**config.mk**
```make
export PLATFORM = sky130hd
export DESIGN_NAME = gpio_apb_bank_flat
export DESIGN_NICKNAME = d
export VERILOG_FILES = /design/src/rtl/gpio_pkg.sv /design/src/rtl/gpio_apb_bank_if.sv /design/src/rtl/gpio_in_sync.sv /design/src/rtl/gpio_apb_bank.sv /design/src/flat_wrapper.sv
export SDC_FILE = /design/constraint.sdc
export NUM_CORES = 1
export LEC_CHECK = 0
export ABC_AREA = 1
export CAP_MARGIN = 30
export CORE_MARGIN = 8
export CORE_UTILIZATION = 59
export DETAILED_ROUTE_END_ITERATION = 10
export HOLD_SLACK_MARGIN = 0.03
export PLACE_DENSITY = 0.84
export SLEW_MARGIN = 15
export SYNTH_ARGS = -nofsm -noshare
export SYNTH_HDL_FRONTEND = slang
export SYNTH_HIERARCHICAL = 1
export SYNTH_SLANG_ARGS = --single-unit
```
**constraint.sdc**
```tcl
create_clock -name sclk -period 2.45 [get_ports sclk]
set_clock_uncertainty 0.2 [all_clocks]
set_input_delay 0.3675 -clock sclk [delete_from_list [all_inputs] [get_ports sclk]]
set_output_delay 0.3675 -clock sclk [all_outputs]
set_load 0.01 [all_outputs]
```
**src/rtl/gpio_pkg.sv**
```systemverilog
// ---------------------------------------------------------------------------
// gpio_pkg
// Shared definitions for the APB GPIO bank: register address map, the
// default ID register value and the APB slave FSM state encoding.
// No ports (package).
// ---------------------------------------------------------------------------
package gpio_pkg;

    // Register address map (word index on paddr)
    localparam int unsigned ADDR_OUT    = 0;
    localparam int unsigned ADDR_DIR    = 1;
    localparam int unsigned ADDR_IN     = 2;
    localparam int unsigned ADDR_IE     = 3;
    localparam int unsigned ADDR_POL    = 4;
    localparam int unsigned ADDR_ISTAT  = 5;
    localparam int unsigned ADDR_TOGGLE = 6;
    localparam int unsigned ADDR_ID     = 7;

    // Value returned by the read-only ID register unless overridden
    localparam logic [7:0] ID_VALUE_DEFAULT = 8'hA5;

    // APB slave phases
    typedef enum logic [1:0] {
        APB_IDLE   = 2'd0,
        APB_SETUP  = 2'd1,
        APB_ACCESS = 2'd2
    } apb_state_t;

endpackage

```
**src/rtl/gpio_apb_bank_if.sv**
```systemverilog
// ---------------------------------------------------------------------------
// gpio_apb_bank_if
// APB bus bundle between an upstream bridge (master) and one GPIO bank
// (slave). No error response is carried.
//   psel     bank select
//   penable  access phase
//   pwrite   1=write, 0=read
//   paddr    register address   [ADDR_WIDTH]
//   pwdata   write data         [DATA_WIDTH]
//   prdata   read data          [DATA_WIDTH]
//   pready   transfer complete
// ---------------------------------------------------------------------------
interface gpio_apb_bank_if #(
    parameter int DATA_WIDTH = 8,
    parameter int ADDR_WIDTH = 3
);
    logic                  psel;
    logic                  penable;
    logic                  pwrite;
    logic [ADDR_WIDTH-1:0] paddr;
    logic [DATA_WIDTH-1:0] pwdata;
    logic [DATA_WIDTH-1:0] prdata;
    logic                  pready;

    modport master (
        output psel, penable, pwrite, paddr, pwdata,
        input  prdata, pready
    );

    modport slave (
        input  psel, penable, pwrite, paddr, pwdata,
        output prdata, pready
    );
endinterface

```
**src/rtl/gpio_in_sync.sv**
```systemverilog
// ---------------------------------------------------------------------------
// gpio_in_sync
// Per-bit two-flop synchronizer for asynchronous GPIO pins, followed by a
// third delay flop used for edge detection.
//   sclk    clock
//   resetn  asynchronous active-low reset (clears all stages)
//   pins    raw asynchronous pin inputs
//   sync    synchronized pin values (second stage)
//   rise    one-cycle pulse per bit on a 0->1 transition of sync
//   fall    one-cycle pulse per bit on a 1->0 transition of sync
// ---------------------------------------------------------------------------
module gpio_in_sync #(
    parameter int DATA_WIDTH = 8
) (
    input  logic                  sclk,
    input  logic                  resetn,
    input  logic [DATA_WIDTH-1:0] pins,
    output logic [DATA_WIDTH-1:0] sync,
    output logic [DATA_WIDTH-1:0] rise,
    output logic [DATA_WIDTH-1:0] fall
);

    logic [DATA_WIDTH-1:0] stage1;
    logic [DATA_WIDTH-1:0] stage2;
    logic [DATA_WIDTH-1:0] stage3;

    always_ff @(posedge sclk or negedge resetn) begin
        if (!resetn) begin
            stage1 <= '0;
            stage2 <= '0;
            stage3 <= '0;
        end else begin
            stage1 <= pins;
            stage2 <= stage1;
            stage3 <= stage2;
        end
    end

    assign sync = stage2;
    assign rise = stage2 & ~stage3;
    assign fall = ~stage2 & stage3;

endmodule

```
**src/rtl/gpio_apb_bank.sv**
```systemverilog
// ---------------------------------------------------------------------------
// gpio_apb_bank
// One APB-attached GPIO bank: output/direction registers, synchronized pin
// inputs, per-pin edge interrupt status with polarity select, interrupt
// enable and a registered level interrupt.
//   sclk      clock (also APB pclk); may stop between bus activity
//   resetn    asynchronous active-low reset
//   bus       APB slave port (psel/penable/pwrite/paddr/pwdata/prdata/pready)
//   gpio_in   asynchronous pin inputs
//   gpio_out  pin output values (OUT register)
//   gpio_oe   pin output enables, 1=drive (DIR register)
//   irq       level interrupt, |(ISTAT & IE) registered
// ---------------------------------------------------------------------------
module gpio_apb_bank
    import gpio_pkg::*;
#(
    parameter int                    DATA_WIDTH = 8,
    parameter int                    ADDR_WIDTH = 3,
    parameter logic [DATA_WIDTH-1:0] ID_VALUE   = DATA_WIDTH'(ID_VALUE_DEFAULT)
) (
    input  logic                  sclk,
    input  logic                  resetn,
    gpio_apb_bank_if.slave        bus,
    input  logic [DATA_WIDTH-1:0] gpio_in,
    output logic [DATA_WIDTH-1:0] gpio_out,
    output logic [DATA_WIDTH-1:0] gpio_oe,
    output logic                  irq
);

    localparam logic [ADDR_WIDTH-1:0] A_OUT    = ADDR_WIDTH'(ADDR_OUT);
    localparam logic [ADDR_WIDTH-1:0] A_DIR    = ADDR_WIDTH'(ADDR_DIR);
    localparam logic [ADDR_WIDTH-1:0] A_IN     = ADDR_WIDTH'(ADDR_IN);
    localparam logic [ADDR_WIDTH-1:0] A_IE     = ADDR_WIDTH'(ADDR_IE);
    localparam logic [ADDR_WIDTH-1:0] A_POL    = ADDR_WIDTH'(ADDR_POL);
    localparam logic [ADDR_WIDTH-1:0] A_ISTAT  = ADDR_WIDTH'(ADDR_ISTAT);
    localparam logic [ADDR_WIDTH-1:0] A_TOGGLE = ADDR_WIDTH'(ADDR_TOGGLE);
    localparam logic [ADDR_WIDTH-1:0] A_ID     = ADDR_WIDTH'(ADDR_ID);

    apb_state_t            state;
    apb_state_t            state_next;
    logic                  enter_access;

    logic                  lat_write;
    logic [ADDR_WIDTH-1:0] lat_addr;
    logic [DATA_WIDTH-1:0] lat_wdata;
    logic                  commit;

    logic [DATA_WIDTH-1:0] out_q;
    logic [DATA_WIDTH-1:0] dir_q;
    logic [DATA_WIDTH-1:0] ie_q;
    logic [DATA_WIDTH-1:0] pol_q;
    logic [DATA_WIDTH-1:0] istat_q;
    logic [DATA_WIDTH-1:0] istat_next;
    logic [DATA_WIDTH-1:0] istat_clr;
    logic [DATA_WIDTH-1:0] edge_set;

    logic [DATA_WIDTH-1:0] in_sync;
    logic [DATA_WIDTH-1:0] in_rise;
    logic [DATA_WIDTH-1:0] in_fall;
    logic [DATA_WIDTH-1:0] rd_data;

    gpio_in_sync #(
        .DATA_WIDTH (DATA_WIDTH)
    ) u_in_sync (
        .sclk   (sclk),
        .resetn (resetn),
        .pins   (gpio_in),
        .sync   (in_sync),
        .rise   (in_rise),
        .fall   (in_fall)
    );

    // APB FSM: state register
    always_ff @(posedge sclk or negedge resetn) begin
        if (!resetn) begin
            state <= APB_IDLE;
        end else begin
            state <= state_next;
        end
    end

    // APB FSM: next state. penable seen in IDLE is not a valid setup and is
    // ignored; staying in SETUP while psel=1/penable=0 treats it as a
    // continued setup phase.
    always_comb begin
        state_next = state;
        case (state)
            APB_IDLE: begin
                if (bus.psel && !bus.penable) begin
                    state_next = APB_SETUP;
                end
            end
            APB_SETUP: begin
                if (!bus.psel) begin
                    state_next = APB_IDLE;
                end else if (bus.penable) begin
                    state_next = APB_ACCESS;
                end
            end
            APB_ACCESS: begin
                state_next = APB_IDLE;
            end
            default: begin
                state_next = APB_IDLE;
            end
        endcase
    end

    assign enter_access = (state_next == APB_ACCESS);

    // The write is committed at the end of the ACCESS cycle from values
    // captured on SETUP->ACCESS, so a reset during ACCESS discards it.
    assign commit = (state == APB_ACCESS) && lat_write;

    // Read mux over the register file (registered into prdata below)
    always_comb begin
        rd_data = '0;
        case (bus.paddr)
            A_OUT:    rd_data = out_q;
            A_DIR:    rd_data = dir_q;
            A_IN:     rd_data = in_sync;
            A_IE:     rd_data = ie_q;
            A_POL:    rd_data = pol_q;
            A_ISTAT:  rd_data = istat_q;
            A_TOGGLE: rd_data = '0;
            A_ID:     rd_data = ID_VALUE;
            default:  rd_data = '0;
        endcase
    end

    // Bus response and transfer capture
    always_ff @(posedge sclk or negedge resetn) begin
        if (!resetn) begin
            bus.pready <= 1'b0;
            bus.prdata <= '0;
            lat_write  <= 1'b0;
            lat_addr   <= '0;
            lat_wdata  <= '0;
        end else begin
            bus.pready <= enter_access;
            bus.prdata <= (enter_access && !bus.pwrite) ? rd_data : '0;
            if (enter_access) begin
                lat_write <= bus.pwrite;
                lat_addr  <= bus.paddr;
                lat_wdata <= bus.pwdata;
            end else begin
                lat_write <= 1'b0;
            end
        end
    end

    // Interrupt status: edges matching POL set bits independent of IE; a
    // same-cycle W1C loses to a set.
    assign edge_set   = (in_rise & pol_q) | (in_fall & ~pol_q);
    assign istat_clr  = (commit && lat_addr == A_ISTAT) ? lat_wdata : '0;
    assign istat_next = (istat_q & ~istat_clr) | edge_set;

    // Register file and interrupt output
    always_ff @(posedge sclk or negedge resetn) begin
        if (!resetn) begin
            out_q   <= '0;
            dir_q   <= '0;
            ie_q    <= '0;
            pol_q   <= '1;
            istat_q <= '0;
            irq     <= 1'b0;
        end else begin
            if (commit && lat_addr == A_OUT) begin
                out_q <= lat_wdata;
            end else if (commit && lat_addr == A_TOGGLE) begin
                out_q <= out_q ^ lat_wdata;
            end
            if (commit && lat_addr == A_DIR) begin
                dir_q <= lat_wdata;
            end
            if (commit && lat_addr == A_IE) begin
                ie_q <= lat_wdata;
            end
            if (commit && lat_addr == A_POL) begin
                pol_q <= lat_wdata;
            end
            istat_q <= istat_next;
            irq     <= |(istat_q & ie_q);
        end
    end

    assign gpio_out = out_q;
    assign gpio_oe  = dir_q;

endmodule
```
**src/flat_wrapper.sv**
```systemverilog
// flat-port wrapper written by rule: the top's interface ports become plain ports
module gpio_apb_bank_flat import gpio_pkg::*;
#(
    parameter int                    DATA_WIDTH = 8,
    parameter int                    ADDR_WIDTH = 3,
    parameter logic [DATA_WIDTH-1:0] ID_VALUE   = DATA_WIDTH'(ID_VALUE_DEFAULT)
)
  (sclk, resetn, gpio_in, gpio_out, gpio_oe, irq, bus_psel, bus_penable, bus_pwrite, bus_paddr, bus_pwdata, bus_prdata, bus_pready);
  gpio_apb_bank_if #(.DATA_WIDTH(DATA_WIDTH), .ADDR_WIDTH(ADDR_WIDTH)) bus_i ();
  input  logic sclk;
  input  logic resetn;
  input  logic [DATA_WIDTH-1:0] gpio_in;
  output logic [DATA_WIDTH-1:0] gpio_out;
  output logic [DATA_WIDTH-1:0] gpio_oe;
  output logic irq;
  input wire logic [$bits(bus_i.psel)-1:0] bus_psel;
  input wire logic [$bits(bus_i.penable)-1:0] bus_penable;
  input wire logic [$bits(bus_i.pwrite)-1:0] bus_pwrite;
  input wire logic [$bits(bus_i.paddr)-1:0] bus_paddr;
  input wire logic [$bits(bus_i.pwdata)-1:0] bus_pwdata;
  output wire logic [$bits(bus_i.prdata)-1:0] bus_prdata;
  output wire logic [$bits(bus_i.pready)-1:0] bus_pready;
  assign bus_i.psel = bus_psel;
  assign bus_i.penable = bus_penable;
  assign bus_i.pwrite = bus_pwrite;
  assign bus_i.paddr = bus_paddr;
  assign bus_i.pwdata = bus_pwdata;
  assign bus_prdata = bus_i.prdata;
  assign bus_pready = bus_i.pready;
  gpio_apb_bank #(.DATA_WIDTH(DATA_WIDTH), .ADDR_WIDTH(ADDR_WIDTH), .ID_VALUE(ID_VALUE)) u_core (.sclk(sclk), .resetn(resetn), .bus(bus_i), .gpio_in(gpio_in), .gpio_out(gpio_out), .gpio_oe(gpio_oe), .irq(irq));
endmodule
```
* Yosys cells after proc, flatten, opt, wreduce, memory -nomap -nowiden
Index checks and enable logic that the tools add are counted.
** Cells by class
- Equality and inequality tests :: 15
- Muxes and demuxes :: 10
- Bitwise gates (word level) :: 13
- Reduce and logical (&&, ||, !) cells :: 16
** Operator list (count)
- $pmux 8 s8 :: 1
- $and 8x8->8 :: 6
- $mux 8 :: 4
- $not 8->8 :: 4
- $eq 3x3->1 const B :: 7
- $or 8x8->8 :: 2
- $eq 3x2->1 const B :: 3
- $logic_and 1x1->1 :: 9
- $reduce_or 8->1 :: 1
- $xor 8x8->8 :: 1
- $eq 3x1->1 const B :: 2
- $logic_not 3->1 :: 2
- $mux 2 :: 3
- $eq 2x2->1 const B :: 2
- $pmux 2 s2 :: 1
- $eq 2x1->1 const B :: 1
- $logic_not 1->1 :: 2
- $logic_not 2->1 :: 1
- $reduce_bool 2->1 :: 1
- $mux 1 :: 1
** Storage, ports and cells
- Flip-flop bits (word level) :: 88
- Input port bits :: 24
- Logic and storage cells :: 69

* Longest topological paths before layout
Gate-level depths: netlist of run 1.
- Depth in word-level cells :: 7
- Depth in mapped cells :: 8
- Mapped depth without buffers :: 7

* By module
Netlist of run 1, hierarchy kept.
** By module, submodules not included
- gpio_apb_bank :: instances 1, cells each 370, area an instance 3154.3 um^2, sequential area each 1611.5 um^2
- gpio_in_sync :: instances 1, cells each 56, area an instance 720.7 um^2, sequential area each 600.6 um^2

* Worst setup path after synthesis of run 1
No wires, ideal clock.
- Path type :: reg2reg
- Start point :: reg u_core.lat_addr[2]
- End point :: reg u_core.out_q[5] (netlist: u_core/gpio_out[5])
- Data arrival time :: 1.261 ns
- Data required time :: 2.132 ns
- Slack :: 0.872 ns
- Stages on the path, launching flop included :: 9
- Clock period less this slack :: 1.578 ns
- Path through :: dfrtp_1 > buf_6 > nor3_4 > nand2_4 > buf_6 > nand2_1 > nand2_1 > nand2_1 > nand2_1
** Between the ends
- Cells in the longest elaborated chain, start to end :: 3
** Ends and longest elaborated chain
- from (decl) :: line gpio_apb_bank.sv:44 : logic [ADDR_WIDTH-1:0] lat_addr;
- from (signal assigned) :: line gpio_apb_bank.sv:144 : lat_addr <= bus.paddr;
- $eq 3x3->1 / $logic_not 3->1 (equally long branches) :: line gpio_apb_bank.sv:170, gpio_apb_bank.sv:168
- $logic_and 1x1->1 (on tied branches) :: line gpio_apb_bank.sv:170, gpio_apb_bank.sv:168
- $reduce_bool 2->1 (no source line) / $mux 8 (equally long branches)
- to (signal assigned) :: line gpio_apb_bank.sv:169 : out_q <= lat_wdata;
- to (signal assigned) :: line gpio_apb_bank.sv:171 : out_q <= out_q ^ lat_wdata;
- to (decl) :: line gpio_apb_bank.sv:48 : logic [DATA_WIDTH-1:0] out_q;
Several ways; a longest one is shown, not always the timed one.
A chain may end at the register's enable or synchronous reset.

* Worst setup path after layout of run 1
- Start point :: reg u_core.out_q[4] (netlist: u_core/gpio_out[4])
- End point :: out gpio_out[4]
** RTL lines
- to (decl) :: line flat_wrapper.sv:13 : output logic [DATA_WIDTH-1:0] gpio_out;
No word-level cell between the ends.

==> results of run 1 <==
[metal layers]
layer | wire (um) | vias up | track usage (%)
li1 | - | 1514 | -
met1 | 3927 | 1482 | 24.22
met2 | 4600 | 97 | 33.80
met4 | 187 | 0 | 8.639
met5 | 0 | - | 0
met3 | 478 | 16 | 5.121
[cells by family after synthesis]
kind of cell,synth area share (%)
simple gates,24.89
xor+xnor,1.808
compound gates,8.395
mux,2.067
buf+inv,5.748
flops,57.09
[state kept, by name (all words and copies together), names as in the netlist]
register / count
u_core/irq: 1
u_core/gpio_out: 8
u_core/istat_q: 8
u_core/u_in_sync/stage1: 8
u_core/gpio_oe: 8
u_core/pol_q: 8
u_core/bus.prdata: 8
u_core/state: 2
u_core/u_in_sync/stage3: 8
u_core/u_in_sync/sync: 8
u_core/lat_write: 1
u_core/lat_addr: 3
u_core/bus.pready: 1
u_core/ie_q: 8
u_core/lat_wdata: 8
[cell type report]
| type | count | area (um^2) |
|---|---|---|
| clock inverters | 6 | 68.82 |
| flip-flops and latches | 88 | 2212 |
| well taps | 77 | 96.34 |
| repair buffers | 58 | 570.5 |
| inverters | 35 | 131.4 |
| multi-input cells | 288 | 1440 |
| clock buffers | 10 | 127.6 |
| fillers | 481 | 1703 |
[through the flow]
stage	utilization, %	power (uW)	setup WS, ns
final	73.18	2907	0.5117
after global routing	73.18	3052	0.4330
after CTS	73.18	2941	0.4901
after detailed placement	69.93	1953	0.1774
after global placement	69.93	1936	0.2800
after floorplan	-	1800	0.8716
[power by group through the flow]
stage | Sequential (uW) | Combinational (uW) | Clock [uW]
4_1_cts | 1590 | 339 | 1010
2_1_floorplan | 1600 | 198 | 0
6_report | 1590 | 335 | 982
3_3_place_gp | 1610 | 323 | 0
5_1_grt | 1600 | 379 | 1070
3_5_place_dp | 1620 | 335 | 0
[cell usage in the layout (no fill, tap or decap), types with 2 or more instances in the layout]
| cell | count |
|---|---|
| a21oi_1 | 4 |
| buf_4 | 8 |
| clkbuf_8 | 9 |
| clkdlybuf4s50_1 | 48 |
| clkinv_1 | 2 |
| clkinv_4 | 2 |
| dfrtp_1 | 80 |
| dfstp_2 | 8 |
| inv_1 | 33 |
| mux2i_1 | 8 |
| nand2_1 | 109 |
| nand2_4 | 2 |
| nand3_1 | 33 |
| nand4_1 | 23 |
| nand4_2 | 2 |
| nor2_1 | 37 |
| nor2_4 | 2 |
| nor3_1 | 3 |
| o21ai_0 | 47 |
| o21ai_2 | 8 |
| xor2_1 | 8 |
[repair_timing]
action,in CTS,in global routing
hold buffers,1,0
setup buffers,0,0
hold endpoints to repair,51,0
resized for setup,0,0
[worst paths after layout]
| kind | endpoint | from | slack (ns) | cells after the start |
|---|---|---|---|---|
| min in group asynchronous | u_core/u_in_sync/sync[4] | resetn | 0.42 | 2 |
| hold reg to reg | u_core/u_in_sync/sync[3] | u_core/u_in_sync/stage1[3] | 0.15 | 0 |
| hold / removal | u_core/u_in_sync/sync[3] | u_core/u_in_sync/stage1[3] | 0.15 | 0 |
| setup reg to reg | u_core/istat_q[6] | u_core/state[0] | 0.67 | 4 |
| max in group asynchronous | u_core/lat_write | resetn | 1.01 | 3 |
| setup / recovery | gpio_out[4] | u_core/gpio_out[4] | 0.51 | 1 |
==> impl_metrics.toml, run 1 <==
[route]
route.vias.total = 3109
drt_iter0_markers = 182
antenna_left = 0
drc_errors = 0
routedWlPerCell_um = 16.36
drt_wl_total_um = 9192
drt-pass1-iter-count = 4
via_per_inst = 5.532

[clock_tree]
cts-root-buf = "clkbuf_8"
htree_levels = 3
cts.sinks = 88
cts_buffers = 9
insertion_delay_ns = 0.35
path_clk_slew_ns = 0.09
cts_tree = "built"
cts_buffer_depth = 2

[floorplanning]
io-pin-count = 50
dieArea_mm2 = 0.009417
initial_utilization_pct = 61.02
rows = 29
fp.dieH_um = 97.04
core_area_mm2 = 0.006350
die_w_um = 97.04

[sta]
slew_headroom_pct = 51.28
hold_viol = 0
worstMarginPinSlew_ns = 0.7308
grt_setup_unrepaired = "no"
clock.fmax_ghz = 0.5159
setup_tns_ns = 0
setup_viol = 0
fin_crit_sh_pct = 79.12
fin_crit_ns = 1.938
maxSlewViolCount = 0
hold_slack_ns = 0.1531

[power]
pwr-share-seq_pct = 54.7
max-vdd-ir-drop_mv = 0.4863
p_sw_share_pct = 26.96
p_sw_uw = 783.9
intPower_uw = 2124
pwr-share-comb_pct = 11.5
clkPwrFrac_pct = 33.8
power.density_mw_per_mm2 = 625.7
p_leak_uw = 0.002178

[worst_setup_path]
critical_path_required_ns = 1.88
cp.arrival_ns = 1.37
cp_top_family = "buffers and inverters"
start_kind = "register"
crit_slowest_cell = "clkdlybuf4s50_1"
cpPeakStageDelay_ns = 0.59
cp_cell_sequence = "clkdlybuf4s50_1"
end_kind = "output pin"
criticalPathCategory = "reg2out"
critPathBufInv = 1
crit_fanout = 4

[cells_and_area]
layout.cells.non_filler = 562
design_area_mm2 = 0.004647
drive_above_1_share_pct = 9.897
final_nets = 504
num_antenna_cells = 0
area_growth_syn_to_layout_pct = 19.92

[synth]
synth_fp_nets = 450
yosysSeqAreaShare_pct = 57.09
yosysWarnings = 6
synth_area_per_cell_um2 = 9.096
yosys-top-cells-area = "dfrtp_1 52%, nand2_1 11%, o21ai_0 6.1%"
synth_common_cells = "109 x nand2_1, 80 x dfrtp_1, 47 x o21ai_0"
yosys.area.top_type = "dfrtp_1"
synth_most_common_cell = "nand2_1"
syn-cell-area_mm2 = 0.003875
async_flop_share_pct = 100.0
synth_edf_count = 0
synth_cell_types = 24
synth_top_area_share_pct = 51.66
synth_ff_type = "dfrtp_1"
synth-seq-cells = 88
netlist_instances = 426

[place]
dp.cells = 545
placedInstanceArea_mm2 = 0.004441
place.gp.congestion = 0.8766
io_buffer_count = 49
hpwl_um = 6644

[global_route]
antenna_found_initial = 0
grt-ovfl-total = 0
grt_pass1_wl_um = 15570
grt_pass1_vias = 3193
grt_start_max_net_pins = 61
grt_usage_pct = 20.26

[job]
timing.max_cap.violations = 0

[outcome]
status = "completed"

[worst_hold_path]
hold_class = "reg2reg"
No activity file was read; power rests on OpenSTA's default activity.
==> run 2, diff against run 1 <==
--- a/config.mk
+++ b/config.mk
@@ -8,10 +8,10 @@
 export ABC_AREA = 1
 export CAP_MARGIN = 30
 export CORE_MARGIN = 8
-export CORE_UTILIZATION = 59
+export CORE_UTILIZATION = 55
 export DETAILED_ROUTE_END_ITERATION = 10
 export HOLD_SLACK_MARGIN = 0.03
-export PLACE_DENSITY = 0.84
+export PLACE_DENSITY = 0.79
 export SLEW_MARGIN = 15
 export SYNTH_ARGS = -nofsm -noshare
 export SYNTH_HDL_FRONTEND = slang
==> constraint.sdc (replaced) <==
create_clock -name sclk -period 1.83 [get_ports sclk]
set_clock_uncertainty 0.2 [all_clocks]
set_input_delay 0.2745 -clock sclk [delete_from_list [all_inputs] [get_ports sclk]]
set_output_delay 0.2745 -clock sclk [all_outputs]
set_load 0.01 [all_outputs]
==> run 2 against run 1 <==
Clock power rose by 40%. Sequential power is 34% higher. Cell count increased by 6.2%. Setup slack worse by 0.48 ns. First-iteration DRC count is 47% higher. Non-clock buffer count grew 16. Die area grew 6.1%. Global-route usage about the same. Routed wire length is 5.0% higher.
==> impl_metrics.toml, run 2 (synthesized netlist as in run 1, its figures left out) <==
[outcome]
status = "completed"

[worst_setup_path]
cp.arrival_ns = 1.33
critPathBufInv = 1
start_kind = "register"
cpPeakStageDelay_ns = 0.56
critical_path_required_ns = 1.36
end_kind = "output pin"
criticalPathCategory = "reg2out"
crit_fanout = 3
cp_cell_sequence = "clkdlybuf4s50_1"
crit_slowest_cell = "clkdlybuf4s50_1"
cp_top_family = "buffers and inverters"

[route]
drt_iter0_markers = 267
drt_wl_total_um = 9648
antenna_left = 0
routedWlPerCell_um = 16.16
drt-pass1-iter-count = 4
drc_errors = 0
route.vias.total = 3214
via_per_inst = 5.384

[global_route]
grt_usage_pct = 20.26
grt_pass1_vias = 3239
top_usage_layer = "met2"
grt_pass1_wl_um = 15810
grt-ovfl-total = 0
gr-usage-met2_pct = 34.43
grt_start_max_net_pins = 32
grt_util_met3_pct = 5.467
antenna_found_initial = 0
met1_usage_pct = 24.08

[cells_and_area]
final_common_cell = "nand2_1"
area_growth_syn_to_layout_pct = 23.73
final_cell_mix = "109 x nand2_1, 80 x dfrtp_1, 47 x o21ai_0"
multi_input_area_mm2 = 0.001440
register_area_mm2 = 0.002212
num_antenna_cells = 0
n_fill_cell = 542
layout.cells.non_filler = 597
drive_above_1_share_pct = 12.77
final_nets = 520

[clock_tree]
path_clk_slew_ns = 0.10
cts_buffer_depth = 2
cts.sinks = 88
cts-root-buf = "clkbuf_8"
cts_tree = "built"
insertion_delay_ns = 0.36
cts_buffers = 9
htree_levels = 3

[power]
p_total_uw = 3982
power.density_mw_per_mm2 = 830.5
p_leak_uw = 0.002370
max-vdd-ir-drop_mv = 0.6538

[floorplanning]
rows = 30
core_area_mm2 = 0.006794
initial_utilization_pct = 57.03
io-pin-count = 50
dieArea_mm2 = 0.009987
die_w_um = 99.94
fp.dieH_um = 99.94

[place]
io_buffer_count = 49
place.gp.congestion = 0.9201
dp.cells = 579
hpwl_um = 7083

[sta]
clock.fmax_ghz = 0.5555
fin_crit_sh_pct = 98.37
worstMarginPinSlew_ns = 0.6008
fin_crit_ns = 1.800
setup_viol = 0
grt_setup_unrepaired = "no"
slew_headroom_pct = 59.80
hold_viol = 0
maxSlewViolCount = 0

[worst_hold_path]
hold_class = "in2reg"

[job]
timing.max_cap.violations = 0
-- run 2: cell types whose count changed in the layout (fill, tap and decap cells not counted), sizes merged --
cell / change
clkinv: -3
clkdlybuf4s50: -12
dlymetal6s2s: +4
buf: +16
inv: +3
dlygate4sd2: +8
-- run 2: layout make-up --
| cell class | count | share of cell area (%) |
|---|---|---|
| multi-input cells | 288 | 30.04 |
| clock buffers | 10 | 2.662 |
| well taps | 96 | 2.505 |
| inverters | 35 | 2.740 |
| flip-flops and latches | 88 | 46.14 |
| clock inverters | 6 | 1.514 |
| repair buffers | 74 | 14.40 |
-- run 2: power by group --
| part | total (uW) | switching (uW) | internal [uW] |
|---|---|---|---|
| Sequential | 2130 | 94.3 | 2040 |
| Clock | 1370 | 721 | 651 |
| Combinational | 480 | 292 | 188 |
| Total | 3980 | 1110 | 2880 |
-- run 2: worst paths after layout --
check | from | depth (start not counted) | to | slack [ns]
max | u_core/gpio_oe[1] | 1 | gpio_oe[1] | 0.03
min | gpio_in[7] | 1 | u_core/u_in_sync/stage1[7] | 0.14
max reg2reg | u_core/lat_addr[0] | 5 | u_core/gpio_oe[1] | 0.17
min reg2reg | u_core/u_in_sync/stage1[2] | 0 | u_core/u_in_sync/sync[2] | 0.15
max in group asynchronous | resetn | 3 | u_core/pol_q[2] | 0.64
min in group asynchronous | resetn | 2 | u_core/u_in_sync/stage1[4] | 0.16
-- run 2: routing by layer --
metal  part of all wire (%)  wire length, um  up-vias
met4                    1.7              165        0
met2                     52             5023       98
li1                       -                -     1541
met1                     41             3945     1561
met5                      0                0        -
met3                    5.3              514       14
-- run 2: through the flow --
stage	utilization (%)	instance area, um^2	setup slack (ns)	TNS [ns]	hold slack (ns)
2_1_floorplan	-	3875	0.2516	0	-0.2211
5_1_grt	70.57	4795	0.001576	0	0.1173
4_1_cts	70.42	4785	0.007583	0	0.1179
3_5_place_dp	67.37	4577	-0.1298	-0.6697	0.01816
6_report	70.57	4795	0.02980	0	0.1353
3_3_place_gp	67.37	4577	-0.1091	-0.5278	0.01053
-- run 2: what timing repair did --
item                                    CTS  global route
hold buffers                              1             0
pin swaps                                 0             0
endpoints found under the hold margin    83             0
gates resized for setup                   8             4
buffers inserted                          1             0
endpoints found under the setup margin    9             4
gates cloned                              0             0
==> run 3, diff against run 2 <==
--- a/config.mk
+++ b/config.mk
@@ -5,10 +5,9 @@
 export SDC_FILE = /design/constraint.sdc
 export NUM_CORES = 1
 export LEC_CHECK = 0
-export ABC_AREA = 1
 export CAP_MARGIN = 30
 export CORE_MARGIN = 8
-export CORE_UTILIZATION = 55
+export CORE_UTILIZATION = 54
 export DETAILED_ROUTE_END_ITERATION = 10
 export HOLD_SLACK_MARGIN = 0.03
 export PLACE_DENSITY = 0.79
==> run 3 against run 2 <==
The run now ends with setup timing left. Largest power group unchanged. Highest routed layer unchanged. Critical path type is now reg2reg. Synthesized area decreased by 5.2%. Sequential share of layout area hardly changed. Cell count fell by 19%. Largest cell class unchanged.
==> impl_metrics.toml, run 3 <==
[synth]
yosys-top-cells-area = "dfrtp_1 54%, mux2_2 7.4%, nand2_1 6.5%"
async_flop_share_pct = 100.0
yosysWarnings = 6
syn-cell-area_mm2 = 0.003674
synth_fp_nets = 336
synth_edf_count = 0
yosysSeqAreaShare_pct = 60.22
synth_cell_types = 43
synth_most_common_cell = "dfrtp_1"
yosys.area.top_type = "dfrtp_1"
synth-seq-cells = 88
synth_common_cells = "80 x dfrtp_1, 64 x nand2_1, 24 x mux2_2"
netlist_instances = 312
synth_area_per_cell_um2 = 11.77
synth_ff_type = "dfrtp_1"
synth_top_area_share_pct = 54.50

[route]
drt-pass1-iter-count = 4
antenna_left = 0
drt_iter0_markers = 167
drt_wl_total_um = 8702
drc_errors = 0
route.vias.total = 2682
routedWlPerCell_um = 17.91
via_per_inst = 5.519

[outcome]
status = "finished with violations"
violations = "setup timing"

[worst_setup_path]
cp_cell_sequence = "or3b_4 > or4b_4 > nand2_2 > xor2_1"
crit_slowest_cell = "or4b_4"
end_kind = "register"
criticalPathCategory = "reg2reg"
cp.arrival_ns = 1.99
ff2ff_setup_slack_ns = -0.09
start_kind = "register"
critical_path_required_ns = 1.90
cpPeakStageDelay_ns = 0.60
crit_fanout = 8

[global_route]
grt-ovfl-total = 0
grt_util_met3_pct = 6.061
met1_usage_pct = 22.75
top_usage_layer = "met2"
grt_usage_pct = 19.13
antenna_found_initial = 0
gr-usage-met2_pct = 31.82
grt_pass1_vias = 2874
grt_pass1_wl_um = 14540
grt_start_max_net_pins = 89

[place]
io_buffer_count = 49
hpwl_um = 6158
placedInstanceArea_mm2 = 0.004496
place.gp.congestion = 0.8607

[sta]
final.setup.worst_slack_ns = -0.08886
hold_viol = 0
clock.fmax_ghz = 0.5211
hold_slack_ns = 0.1510
fin_crit_sh_pct = 104.9
fin_crit_ns = 1.919
grt_setup_unrepaired = "yes"
setup_tns_ns = -0.8693
worstMarginPinSlew_ns = 0.4849
maxSlewViolCount = 0
setup_viol = 17
slew_headroom_pct = 67.67

[cells_and_area]
area_growth_syn_to_layout_pct = 30.65
final_cell_mix = "80 x dfrtp_1, 55 x nand2_1, 41 x clkdlybuf4s50_1"
design_area_mm2 = 0.004800
utilization_pct = 71.84
n_fill_cell = 462
final_common_cell = "dfrtp_1"
drive_above_1_share_pct = 29.31
num_antenna_cells = 0
final_nets = 425

[clock_tree]
cts_tree = "built"
cts_buffers = 9
cts.sinks = 88
htree_levels = 3
cts-root-buf = "clkbuf_8"
cts_buffer_depth = 2
insertion_delay_ns = 0.35
path_clk_slew_ns = 0.08

[power]
p_sw_uw = 920.1
p_leak_uw = 0.002264
pwr-share-comb_pct = 9.6
clkPwrFrac_pct = 32.3
intPower_uw = 2739
pwr-share-seq_pct = 58.1
power.density_mw_per_mm2 = 762.4
max-vdd-ir-drop_mv = 0.6587
p_sw_share_pct = 25.14
p_total_uw = 3659

[floorplanning]
rows = 30
fp.dieH_um = 98.48
die_w_um = 98.48
dieArea_mm2 = 0.009698
initial_utilization_pct = 54.98
io-pin-count = 50
core_area_mm2 = 0.006681

[job]
timing.max_cap.violations = 0

[worst_hold_path]
hold_class = "reg2reg"
run 3: cell types whose count changed in the layout (fill, tap and decap cells not counted), sizes merged, moves of 10 or more:
cell / before / now
and2b: 0 / 17
buf: 25 / 37
inv: 37 / 8
mux2: 0 / 24
nand2: 111 / 64
nand3: 33 / 3
nand4: 25 / 1
nor2: 39 / 8
nor2b: 0 / 10
o21ai: 55 / 15
run 3: final timing paths:
path                                              endpoint  depth (start not counted)                        from
worst max register to register          u_core/gpio_out[4]                          4             u_core/state[0]
worst max-delay path                    u_core/gpio_out[4]                          4             u_core/state[0]
min in group asynchronous       u_core/u_in_sync/stage1[7]                          3                      resetn
worst min-delay path              u_core/u_in_sync/sync[5]                          0  u_core/u_in_sync/stage1[5]
max in group asynchronous                  u_core/pol_q[5]                          3                      resetn
worst min register to register    u_core/u_in_sync/sync[5]                          0  u_core/u_in_sync/stage1[5]
run 3: area by class of cell:
class | instances | area [um^2] | area share [%]
Clock buffer | 11 | 141.4 | 2.946
Timing Repair Buffer | 86 | 817.0 | 17.02
Inverter | 9 | 33.78 | 0.7039
Sequential cell | 88 | 2212 | 46.09
Clock inverter | 5 | 32.53 | 0.6778
Multi-Input combinational cell | 207 | 1463 | 30.47
Tap cell | 80 | 100.1 | 2.086
run 3: repair_timing:
action / CTS / global route
endpoints found under the setup margin: 22 / 35
hold buffers: 1 / 0
setup buffers: 1 / 1
pin swaps: 9 / 7
resized for setup: 12 / 19
endpoints found under the hold margin: 80 / 0
run 3: kinds of logic after synthesis:
family / synth area share [%]
muxes: 8.719
xor gates and xnor gates: 2.146
DFF: 60.22
AOI/OAI and AO/OA: 9.639
and+or+nand+nor: 17.44
buffers and inverters: 1.839
run 3: per-layer routing:
layer	vias up	wire length, um
met5	-	0
met4	0	191
met3	19	553
met2	88	4312
met1	1316	3645
li1	1259	-
run 3: critical path: cells and delay by family, from the launching register on:
family | cells | cell delay [ns]
simple gates | 3 | 1.13
flops | 1 | 0.39
xor+xnor | 1 | 0.14
run 3: power by group through the flow:
stage | Sequential [uW] | Combinational, uW | Clock [uW]
after global routing | 2150 | 389 | 1300
final | 2130 | 351 | 1180
after global placement | 2160 | 320 | 0
after floorplan | 2130 | 142 | 0
after CTS | 2130 | 350 | 1220
after detailed placement | 2160 | 331 | 0
run 3: through the flow:
stage | setup slack [ns] | std cells
6_report | -0.08886 | 486
5_1_grt | -0.1618 | 486
4_1_cts | -0.06255 | 485
3_5_place_dp | -0.1956 | 467
3_3_place_gp | -0.1444 | 467
2_1_floorplan | -0.03543 | 312
